$ cat config.mk
export PLATFORM = sky130hd
export DESIGN_NAME = spi_bus_arbiter_flat
export DESIGN_NICKNAME = d
export VERILOG_FILES = /design/src/rtl/spi_pkg.sv /design/src/rtl/spi_bus_arbiter_if.sv /design/src/rtl/spi_arb_rr.sv /design/src/rtl/spi_bus_arbiter.sv /design/src/flat_wrapper.sv
export SDC_FILE = /design/constraint.sdc
export NUM_CORES = 1
export LEC_CHECK = 0
export ABC_AREA = 1
export CAP_MARGIN = 10
export CORE_MARGIN = 1
export CORE_UTILIZATION = 50
export CTS_CLUSTER_DIAMETER = 80
export DETAILED_ROUTE_END_ITERATION = 10
export DONT_BUFFER_PORTS = 1
export GPL_ROUTABILITY_DRIVEN = 0
export SLEW_MARGIN = 20
export SYNTH_ARGS = -nofsm -noshare
export SYNTH_HDL_FRONTEND = slang
export SYNTH_SLANG_ARGS = --single-unit
$ cat constraint.sdc
create_clock -name clk -period 3.44 [get_ports clk]
set_input_delay 0.688 -clock clk [delete_from_list [all_inputs] [get_ports clk]]
set_output_delay 0.688 -clock clk [all_outputs]
set_load 0.1 [all_outputs]
$ cat src/rtl/spi_pkg.sv
// Shared types and widths for the SPI bus arbiter: FSM states, bus owner
// encoding and counter widths.
package spi_pkg;

  localparam int PHASE_W = 8;
  localparam int WD_W    = 16;

  typedef enum logic [2:0] {
    ST_IDLE   = 3'd0,
    ST_SETUP  = 3'd1,
    ST_ACTIVE = 3'd2,
    ST_HOLD   = 3'd3,
    ST_GAP    = 3'd4
  } arb_state_t;

  typedef enum logic {
    OWN_SEND = 1'b0,
    OWN_READ = 1'b1
  } owner_t;

  // A grant is held (and CS low) from SETUP through HOLD.
  function automatic logic owns_bus(input arb_state_t st);
    return (st == ST_SETUP) || (st == ST_ACTIVE) || (st == ST_HOLD);
  endfunction

endpackage

$ cat src/rtl/spi_bus_arbiter_if.sv
// Request/done handshake and grant/chip-select bus between the send and read
// engines (slave side) and the arbiter (master side).
interface spi_bus_arbiter_if;
  logic send_req;
  logic read_req;
  logic send_done;
  logic read_done;
  logic mutex;
  logic omutex;
  logic spi_cs;
  logic start;
  logic busy;
  logic timeout;

  modport master (
    input  send_req, read_req, send_done, read_done,
    output mutex, omutex, spi_cs, start, busy, timeout
  );

  modport slave (
    output send_req, read_req, send_done, read_done,
    input  mutex, omutex, spi_cs, start, busy, timeout
  );
endinterface

$ cat src/rtl/spi_arb_rr.sv
// Two-way round-robin grant select: on a tie the requester not granted last wins.
module spi_arb_rr
  import spi_pkg::*;
(
  input  logic   send_req,
  input  logic   read_req,
  input  owner_t last_owner,
  output logic   grant_valid,
  output owner_t grant_owner
);

  // Pick the winner for this cycle's request pattern.
  always_comb begin
    grant_valid = 1'b0;
    grant_owner = OWN_SEND;
    case ({send_req, read_req})
      2'b10: begin
        grant_valid = 1'b1;
        grant_owner = OWN_SEND;
      end
      2'b01: begin
        grant_valid = 1'b1;
        grant_owner = OWN_READ;
      end
      2'b11: begin
        grant_valid = 1'b1;
        grant_owner = (last_owner == OWN_SEND) ? OWN_READ : OWN_SEND;
      end
      default: begin
        grant_valid = 1'b0;
        grant_owner = OWN_SEND;
      end
    endcase
  end

endmodule

$ cat src/rtl/spi_bus_arbiter.sv
// Arbitrates the shared SPI bus between a send and a read engine and sequences
// chip select. Optional watchdog in ACTIVE enabled by macro SPI_ARB_TIMEOUT_EN.
module spi_bus_arbiter
  import spi_pkg::*;
#(
  parameter int CS_SETUP       = 2,
  parameter int CS_HOLD        = 2,
  parameter int IDLE_GAP       = 4,
  parameter int TIMEOUT_CYCLES = 1024
) (
  input  logic               clk,
  input  logic               rst,
  spi_bus_arbiter_if.master  bus
);

  localparam logic [PHASE_W-1:0] SETUP_LAST = PHASE_W'(CS_SETUP - 1);
  localparam logic [PHASE_W-1:0] HOLD_LAST  = PHASE_W'(CS_HOLD - 1);
  localparam logic [PHASE_W-1:0] GAP_LAST   = PHASE_W'(IDLE_GAP - 1);

  arb_state_t         state_r, next_s;
  logic [PHASE_W-1:0] phase_cnt_r;
  owner_t             owner_r, last_owner_r, next_owner_s, grant_owner_s;
  logic               grant_valid_s, owner_done_s, bus_phase_s;
  logic               mutex_r, omutex_r, spi_cs_r, start_r, busy_r;

  spi_arb_rr u_rr (
    .send_req    (bus.send_req),
    .read_req    (bus.read_req),
    .last_owner  (last_owner_r),
    .grant_valid (grant_valid_s),
    .grant_owner (grant_owner_s)
  );

`ifdef SPI_ARB_TIMEOUT_EN
  localparam logic [WD_W-1:0] WD_LAST = WD_W'(TIMEOUT_CYCLES - 1);
  logic [WD_W-1:0] wd_cnt_r;
  logic            timeout_r;
  logic            wd_expire_s;
  assign wd_expire_s = (state_r == ST_ACTIVE) && !owner_done_s && (wd_cnt_r == WD_LAST);
`endif

  // Next-state decode; only the current owner's done ends ACTIVE.
  always_comb begin
    next_s       = state_r;
    owner_done_s = (owner_r == OWN_SEND) ? bus.send_done : bus.read_done;
    case (state_r)
      ST_IDLE: begin
        if (grant_valid_s) next_s = ST_SETUP;
        else               next_s = ST_IDLE;
      end
      ST_SETUP: begin
        if (phase_cnt_r == SETUP_LAST) next_s = ST_ACTIVE;
        else                           next_s = ST_SETUP;
      end
      ST_ACTIVE: begin
        if (owner_done_s) next_s = ST_HOLD;
`ifdef SPI_ARB_TIMEOUT_EN
        else if (wd_expire_s) next_s = ST_HOLD;
`endif
        else next_s = ST_ACTIVE;
      end
      ST_HOLD: begin
        if (phase_cnt_r == HOLD_LAST) next_s = ST_GAP;
        else                          next_s = ST_HOLD;
      end
      ST_GAP: begin
        if (phase_cnt_r == GAP_LAST) next_s = ST_IDLE;
        else                         next_s = ST_GAP;
      end
      default: next_s = ST_IDLE;
    endcase
  end

  // Outputs are decoded from the next state so they register in step with it.
  always_comb begin
    bus_phase_s = owns_bus(next_s);
    if ((state_r == ST_IDLE) && grant_valid_s) next_owner_s = grant_owner_s;
    else                                       next_owner_s = owner_r;
  end

  // State, phase counter, owner/pointer and registered outputs.
  always_ff @(posedge clk) begin
    if (rst) begin
      state_r      <= ST_IDLE;
      phase_cnt_r  <= 8'd0;
      owner_r      <= OWN_SEND;
      last_owner_r <= OWN_READ;
      mutex_r      <= 1'b0;
      omutex_r     <= 1'b0;
      spi_cs_r     <= 1'b1;
      start_r      <= 1'b0;
      busy_r       <= 1'b0;
    end else begin
      state_r <= next_s;
      if ((next_s != state_r) || (next_s == ST_IDLE) || (next_s == ST_ACTIVE))
        phase_cnt_r <= 8'd0;
      else
        phase_cnt_r <= phase_cnt_r + 8'd1;
      if ((state_r == ST_IDLE) && grant_valid_s) begin
        owner_r      <= grant_owner_s;
        last_owner_r <= grant_owner_s;
      end
      mutex_r  <= bus_phase_s && (next_owner_s == OWN_SEND);
      omutex_r <= bus_phase_s && (next_owner_s == OWN_READ);
      spi_cs_r <= !bus_phase_s;
      start_r  <= (state_r == ST_SETUP) && (next_s == ST_ACTIVE);
      busy_r   <= (next_s != ST_IDLE);
    end
  end

`ifdef SPI_ARB_TIMEOUT_EN
  // Watchdog counts ACTIVE cycles; timeout flag is sticky until reset.
  always_ff @(posedge clk) begin
    if (rst) begin
      wd_cnt_r  <= 16'd0;
      timeout_r <= 1'b0;
    end else begin
      if ((state_r == ST_ACTIVE) && (next_s == ST_ACTIVE)) wd_cnt_r <= wd_cnt_r + 16'd1;
      else                                                  wd_cnt_r <= 16'd0;
      if (wd_expire_s) timeout_r <= 1'b1;
    end
  end
  assign bus.timeout = timeout_r;
`else
  assign bus.timeout = 1'b0;
`endif

  assign bus.mutex  = mutex_r;
  assign bus.omutex = omutex_r;
  assign bus.spi_cs = spi_cs_r;
  assign bus.start  = start_r;
  assign bus.busy   = busy_r;

endmodule

$ cat src/flat_wrapper.sv
// flat-port wrapper written by rule: the top's interface ports become plain ports
module spi_bus_arbiter_flat import spi_pkg::*;
#(
  parameter int CS_SETUP       = 2,
  parameter int CS_HOLD        = 2,
  parameter int IDLE_GAP       = 4,
  parameter int TIMEOUT_CYCLES = 1024
)
  (clk, rst, bus_send_req, bus_read_req, bus_send_done, bus_read_done, bus_mutex, bus_omutex, bus_spi_cs, bus_start, bus_busy, bus_timeout);
  spi_bus_arbiter_if bus_i ();
  input  logic clk;
  input  logic rst;
  input wire logic [$bits(bus_i.send_req)-1:0] bus_send_req;
  input wire logic [$bits(bus_i.read_req)-1:0] bus_read_req;
  input wire logic [$bits(bus_i.send_done)-1:0] bus_send_done;
  input wire logic [$bits(bus_i.read_done)-1:0] bus_read_done;
  output wire logic [$bits(bus_i.mutex)-1:0] bus_mutex;
  output wire logic [$bits(bus_i.omutex)-1:0] bus_omutex;
  output wire logic [$bits(bus_i.spi_cs)-1:0] bus_spi_cs;
  output wire logic [$bits(bus_i.start)-1:0] bus_start;
  output wire logic [$bits(bus_i.busy)-1:0] bus_busy;
  output wire logic [$bits(bus_i.timeout)-1:0] bus_timeout;
  assign bus_i.send_req = bus_send_req;
  assign bus_i.read_req = bus_read_req;
  assign bus_i.send_done = bus_send_done;
  assign bus_i.read_done = bus_read_done;
  assign bus_mutex = bus_i.mutex;
  assign bus_omutex = bus_i.omutex;
  assign bus_spi_cs = bus_i.spi_cs;
  assign bus_start = bus_i.start;
  assign bus_busy = bus_i.busy;
  assign bus_timeout = bus_i.timeout;
  spi_bus_arbiter #(.CS_SETUP(CS_SETUP), .CS_HOLD(CS_HOLD), .IDLE_GAP(IDLE_GAP), .TIMEOUT_CYCLES(TIMEOUT_CYCLES)) u_core (.clk(clk), .rst(rst), .bus(bus_i));
endmodule
==> After elaboration in Yosys (flattened, before gate mapping) <==
Cells that the tools add are included.
{ "totals": {"input_bits": 6, "ff_bits": 18, "wordCells": 49} }
{ "classes": {"n_addsub": 1, "muxes": 11, "n_eq_ne": 13, "reduce_logical": 14, "n_bitwise": 1} }
{ "op_table": {"columns": ["operator", "n"], "rows": [
  ["3-bit one-hot mux with 5 select lines", 1],
  ["3-bit by 2-bit == test with 1-bit output (second input constant)", 4],
  ["8-bit by 1-bit adder with 8-bit output (second input constant)", 1],
  ["8-bit by 1-bit == test with 1-bit output (second input constant)", 1],
  ["8-bit by 2-bit == test with 1-bit output (second input constant)", 1],
  ["3-bit by 1-bit == test with 1-bit output (second input constant)", 2],
  ["3-bit zero test", 2],
  ["1-bit 2-to-1 mux", 6],
  ["3-bit 2-to-1 mux", 2],
  ["2-bit == test (second input constant)", 2],
  ["1-bit logical AND", 4],
  ["1-bit logical OR", 4],
  ["3-bit == test (second input constant)", 1],
  ["3-bit != test", 1],
  ["3-bit nonzero test", 1],
  ["3-bit OR reduction", 1],
  ["2-bit by 1-bit == test with 1-bit output (second input constant)", 1],
  ["2-bit 2-to-1 mux", 1],
  ["1-bit one-hot mux with 2 select lines", 1],
  ["2-bit OR reduction", 1],
  ["1-bit zero test", 1],
  ["1-bit inverter", 1]
]} }

==> Longest topological paths before layout <==
Gate-level depths: netlist of run 1.
{ "depth": {"depth_word": 9, "depth_mapped": 10} }

==> Cells and area by module <==
From an unflattened synthesis of run 1, not the netlist that was laid out.
{ "hier_totals": {"cells_unflattened": 117, "area_unflattened_um2": 874.6} }
{ "by_module_without_submodules": {"columns": ["mod", "area_per_inst_um2", "n_inst", "cells_each", "seq_area_each_um2"], "rows": [
  ["spi_bus_arbiter", 859.6, 1, 114, 360.3],
  ["spi_arb_rr", 15.0, 1, 3, 0.0]
]} }

==> Least setup slack after synthesis of run 1 <==
Ideal clock, no wire load.
{ "synth_path": {"path_kind": "register to output", "startpoint": "reg u_core.busy_r, in the netlist u_core.bus.busy", "endpoint": "out bus_busy", "required_ps": 2752, "n_path_buf": 0, "slack_ps": 1843, "path_stages_with_launch": 1, "t_arrival_ps": 909, "path_cell_list": "dfxtp_1"} }
{ "synth_rtl": {"columns": ["element", "line", "rtl"], "rows": [
  ["start: declaration", "spi_bus_arbiter.sv:24", "logic mutex_r, omutex_r, spi_cs_r, start_r, busy_r;"],
  ["start signal: assignment", "spi_bus_arbiter.sv:107", "busy_r <= (next_s != ST_IDLE);"],
  ["end: declaration", "flat_wrapper.sv:21", "output wire logic [$bits(bus_i.busy)-1:0] bus_busy;"]
]} }
No word-level cell between the ends.

==> Worst setup path in the final report of run 1 <==
{ "layout_path": {"startpoint": "reg u_core.spi_cs_r, in the netlist u_core.bus.spi_cs", "endpoint": "out bus_spi_cs"} }
{ "layout_rtl": {"columns": ["element", "line", "rtl"], "rows": [
  ["start: declaration", "spi_bus_arbiter.sv:24", null],
  ["start signal: assignment", "spi_bus_arbiter.sv:105", "spi_cs_r <= !bus_phase_s;"],
  ["end: declaration", "flat_wrapper.sv:19", "output wire logic [$bits(bus_i.spi_cs)-1:0] bus_spi_cs;"]
]} }
No word-level cell between the ends.

==> impl_metrics.yaml, run 1 <==
routing:
  firstDrtPassIters: 3
  vias_per_cell: 4.69
  drc: 0
  via_count: 657
  routed_wl_um: 1380
  drtAntennaViolNets: 0
  drtIter0Drc: 10
  post_drt_wl_per_cell_um: 9.84
floorplanning:
  fp.dieW_um: 44.5
  die_y_um: 44.5
  core_mm2: 0.00171
  rows: 15
  initial_core_util_pct: 53.0
  die_area_mm2: 0.00198
  num_io_pins: 12
worst_setup_path:
  cp-end-kind: "output port"
  critical_path.max_fanout: 1
  criticalPathCategory: "reg2out"
  arrival_ns: 1.25
  start_kind: "flip-flop"
  critical_path_required_ns: 2.75
timing:
  worstMarginPinSlew_ns: 0.942
  rsz0062_at_grt: "no"
  finalClockSkew_ns: 0.00371
  fmaxAchievable_ghz: 0.517
  setup_violations: 0
  timing.final.crit_period_ns: 1.93
  fin_tns_setup_ns: 0
  final_hold_viol_count: 0
  fin_crit_sh_pct: 56.2
  slew_viol_final: 0
  slew_headroom_pct: 37.1
status:
  status: "finished, final reports clean"
synth:
  netlist_area_um2: 905
  synth_cell_types: 24
  seq_area_frac_synth_pct: 39.8
  yosysWarnings: 0
  syn_avg_cell_area_um2: 8.08
  ys_seq_elements: 18
  synth_cells: 112
  synth_nets: 120
job:
  maxCapViolCount: 0
global_routing:
  grt_antenna_before_repair: 0
  grt_pass1_wl_um: 2150
  grt_max_degree: 11
  grt_util_all_layers_pct: 15.5
  overflow: 0
  grt_pass1_vias: 567
placed_design:
  placed_cell_area_um2: 928
  io_buffers: 0
  dp_cells: 136
  hpwl_um: 1100
cts:
  clkTransAtPathRegs_ns: 0.10
  cts_hold_buf: 0
  cts_tree: "done"
  cts_resized: 0
  cts_buffers: 3
  clockBufferDepth: 2
  h-tree-depth: 1
  clk_latency_ns: 0.29
  cts.sinks: 18
  root_buffer: "clkbuf_4"
  post_cts_buffers: 0
final_layout:
  stdcell_count: 140
  final_util_pct: 56.5
  syn_to_final_growth_pct: 6.64
  fin_area_um2: 965
  num_antenna_cells: 0
  fin_nets: 124
  drive_gt1_share_pct: 28.7
power_and_ir_drop:
  ir_worst_vdd_uv: 280
  p_total_mw: 0.577
  p_leak_nw: 0.398
  p_per_area_mw_per_mm2: 598
worst_hold_path:
  hold_class: "in2reg"
## where the power goes
part	internal [mW]	leakage [nW]	switching (mW)
combinational	0.0438	0.230	0.0878
sequential	0.229	0.147	0.0862
clock	0.0645	0.0210	0.0650
## per-stage QoR
| step | hold slack, ns | setup WS (ns) |
|---|---|---|
| after floorplan | 0.443 | 1.84 |
| after global placement | 0.458 | 1.84 |
| after detailed placement | 0.467 | 1.81 |
| after CTS | 0.435 | 1.49 |
| after global routing | 0.426 | 1.47 |
| final | 0.445 | 1.51 |
## metal layers
| metal | up-vias | global-route usage, % | part of all wire, % |
|---|---|---|---|
| met1 | 288 | 17.3 | 47 |
| li1 | 355 | - | - |
| met4 | 0 | 10.9 | 2.8 |
| met5 | - | 0 | 0 |
| met3 | 4 | 3.67 | 2.8 |
| met2 | 10 | 25.6 | 47 |
## cell usage after synthesis (all sizes together)
master | instances | area, um^2
a21oi | 6 | 45.1
and3b | 1 | 8.76
buf | 1 | 7.51
conb | 1 | 3.75
dfxtp | 18 | 360
ha | 2 | 25.0
inv | 14 | 52.6
nand2 | 17 | 88.8
nand3 | 8 | 40.0
nand4 | 1 | 6.26
nor2 | 30 | 179
nor3 | 1 | 5.00
o21ai | 6 | 30.0
xnor2 | 3 | 26.3
xor2 | 3 | 26.3
## registers in the layout (all words and copies together) (netlist names)
name / flops
u_core.bus.omutex: 1
u_core.owner_r: 1
u_core.bus.start: 1
u_core.bus.busy: 1
u_core.phase_cnt_r: 8
u_core.last_owner_r: 1
u_core.bus.mutex: 1
u_core.state_r: 3
u_core.bus.spi_cs: 1
## cell usage in the layout (no fill, tap or decap)
cell      synthesis  routed
nand4_1           1       1
nor2_2           11      11
nor2_4            3       3
xor2_1            3       3
xnor2_1           3       3
o21ai_1           3       3
nor3_1            1       1
nand3_1           8       8
clkbuf_4          0       3
a21oi_2           1       1
inv_1             8       8
a21oi_4           1       1
ha_1              2       2
clkbuf_8          0       1
and3b_1           1       1
nand2_4           2       2
inv_2             6       6
conb_1            1       1
a21oi_1           4       4
o21ai_0           3       3
nor2_1           15      15
nor2_8            1       1
nand2_1          11      11
nand2_2           4       4
dfxtp_1          18      18
## cell type report
type	count	area, um^2
fill	182	743
multi-input combinational	79	484
sequential	18	360
inverter	14	52.6
clock buffer	4	36.3
tap	25	31.3
## worst paths after layout
check | endpoint | cells after the start | slack [ns] | from
worst max register to register | u_core.phase_cnt_r[3] | 8 | 1.86 | u_core.phase_cnt_r[0]
worst min-delay path | u_core.bus.busy | 1 | 0.45 | rst
worst max-delay path | bus_spi_cs | 0 | 1.51 | u_core.bus.spi_cs
worst min register to register | u_core.phase_cnt_r[0] | 1 | 0.48 | u_core.phase_cnt_r[0]
## cell families after synthesis
group,Yosys count,synth area share (%)
xor+xnor,6,5.81
buf+inv,15,6.64
simple gates,58,36.2
fa+ha+maj,2,2.77
other cells,1,0.415
compound gates,12,8.30
flops,18,39.8
## worst reg2reg max path, stage by stage, from the launching register on
cell     delay, ns
dfxtp_1       0.41
ha_1          0.23
nand2_1       0.09
o21ai_1       0.22
nand2_1       0.11
nor2_2        0.16
a21oi_2       0.08
nand2_4       0.14
nor2_2        0.05
Note: power is estimated with default switching activity, not from simulation.
==> run 2, diff against run 1 <==
==> constraint.sdc (replaced) <==
create_clock -name clk -period 1.87 [get_ports clk]
set_input_delay 0.374 -clock clk [delete_from_list [all_inputs] [get_ports clk]]
set_output_delay 0.374 -clock clk [all_outputs]
set_load 0.1 [all_outputs]
==> impl_metrics.yaml, run 2 (same netlist as run 1, synthesis figures left out) <==
global_routing:
  overflow: 0
  grt_max_degree: 11
  grt_util_all_layers_pct: 18.5
  grt_antenna_before_repair: 0
  grt_pass1_vias: 634
  grt_pass1_wl_um: 2570
routing:
  vias_per_cell: 4.93
  post_drt_wl_per_cell_um: 10.7
  routed_wl_um: 1550
  drtAntennaViolNets: 0
  firstDrtPassIters: 4
  drc: 0
  via_count: 715
  drtIter0Drc: 24
timing:
  fin_ws_ns: 0.320
  final_hold_viol_count: 0
  finalClockSkew_ns: 0.000784
  slew_viol_final: 0
  hold_slack_ns: 0.136
  rsz0062_at_grt: "no"
  fin_crit_sh_pct: 82.9
  fmaxAchievable_ghz: 0.645
  timing.final.crit_period_ns: 1.55
  setup_violations: 0
  fin_tns_setup_ns: 0
cts:
  cts_tree: "done"
  cts_buffers: 3
  clkTransAtPathRegs_ns: 0.10
  cts_hold_buf: 0
  cts.sinks: 18
  root_buffer: "clkbuf_4"
  h-tree-depth: 1
  clk_latency_ns: 0.29
  cts_resized: 0
  clockBufferDepth: 2
  post_cts_buffers: 0
floorplanning:
  fp.dieW_um: 44.5
  initial_core_util_pct: 53.0
  die_area_mm2: 0.00198
  core_mm2: 0.00171
  rows: 15
  num_io_pins: 12
  die_y_um: 44.5
final_layout:
  reg.largest.list: "u_core.phase_cnt_r: 8 flops, u_core.state_r: 3 flops"
  final_util_pct: 58.7
  final_cell_mix: "18 x dfxtp_1, 15 x nor2_1, 11 x nand2_1, 11 x nor2_2"
  syn_to_final_growth_pct: 10.8
  top_register: "u_core.phase_cnt_r"
  final_common_cell: "dfxtp_1"
  drive_gt1_share_pct: 31.7
  fin_nets: 129
  largest_reg_flops: 8
  num_antenna_cells: 0
worst_setup_path:
  crit_path_max_incr_delay_ns: 0.40
  arrival_ns: 1.74
  cp_slowest_cell: "dfxtp_1"
  crit_family: "simple AND/OR/NAND/NOR gates"
  cp-end-kind: "flip-flop"
  start_kind: "flip-flop"
  critical_path_required_ns: 2.06
  path_cells: "ha_1 > nand2_1 > o21ai_1 > nand2_1 > nor2_2 > a21oi_2 > nand2_4 > nor2_2"
  criticalPathCategory: "reg2reg"
  critical_path.max_fanout: 8
  crit_cells: 8
  ff2ff_path_depth: 8
  cp_num_buf_inv: 0
power_and_ir_drop:
  ir_worst_vdd_uv: 631
  p_leak_nw: 0.423
  p_per_area_mw_per_mm2: 1090
job:
  maxCapViolCount: 0
worst_hold_path:
  hold_class: "in2reg"
  hold_depth: 1
placed_design:
  io_buffers: 0
  place_ws_ns: 0.332
  hpwl_um: 1240
status:
  status: "finished, final reports clean"
run 2: changes by cell type in the layout (fill, tap and decap cells not counted):
cell	change
buf_4	+5
run 2: worst paths after layout:
check / start / to / slack, ns
hold / removal: rst / u_core.state_r[2] / 0.14
hold reg to reg: u_core.phase_cnt_r[0] / u_core.phase_cnt_r[0] / 0.49
setup / recovery: u_core.phase_cnt_r[0] / u_core.phase_cnt_r[5] / 0.32
setup reg to reg: u_core.phase_cnt_r[0] / u_core.phase_cnt_r[5] / 0.32
run 2: final cells by class:
cell class | count | area, um^2
Fill cell | 163 | 706
Multi-Input combinational cell | 79 | 484
Sequential cell | 18 | 360
Inverter | 14 | 52.6
Timing Repair Buffer | 5 | 37.5
Clock buffer | 4 | 36.3
Tap cell | 25 | 31.3
run 2: worst reg2reg max path, stage by stage, from the launching register on:
cell and delay, ns:
dfxtp_1 0.40, ha_1 0.23, nand2_1 0.10, o21ai_1 0.23
nand2_1 0.09, nor2_2 0.14, a21oi_2 0.08, nand2_4 0.14
nor2_2 0.04
run 2: routing by layer:
metal	global-route usage [%]	wire length (um)	share of wire, %	vias up
li1	-	-	-	364
met1	22.2	685	44	333
met2	30.6	789	51	14
met3	3.67	52	3.4	4
met4	10.9	21	1.4	0
met5	0	0	0	-
run 2: stage by stage:
step           instance area [um^2]  power [mW]  cells
4_1_cts                        1000        1.10    145
5_1_grt                        1000        1.14    145
3_5_place_dp                    966       0.863    141
6_report                       1000        1.09    145
3_3_place_gp                    966       0.860    141
2_1_floorplan                   905       0.799    112
run 2: power breakdown:
group          internal (mW)  switching, mW
sequential             0.422         0.0218
clock                  0.119          0.117
combinational          0.104          0.305
total                  0.644          0.444
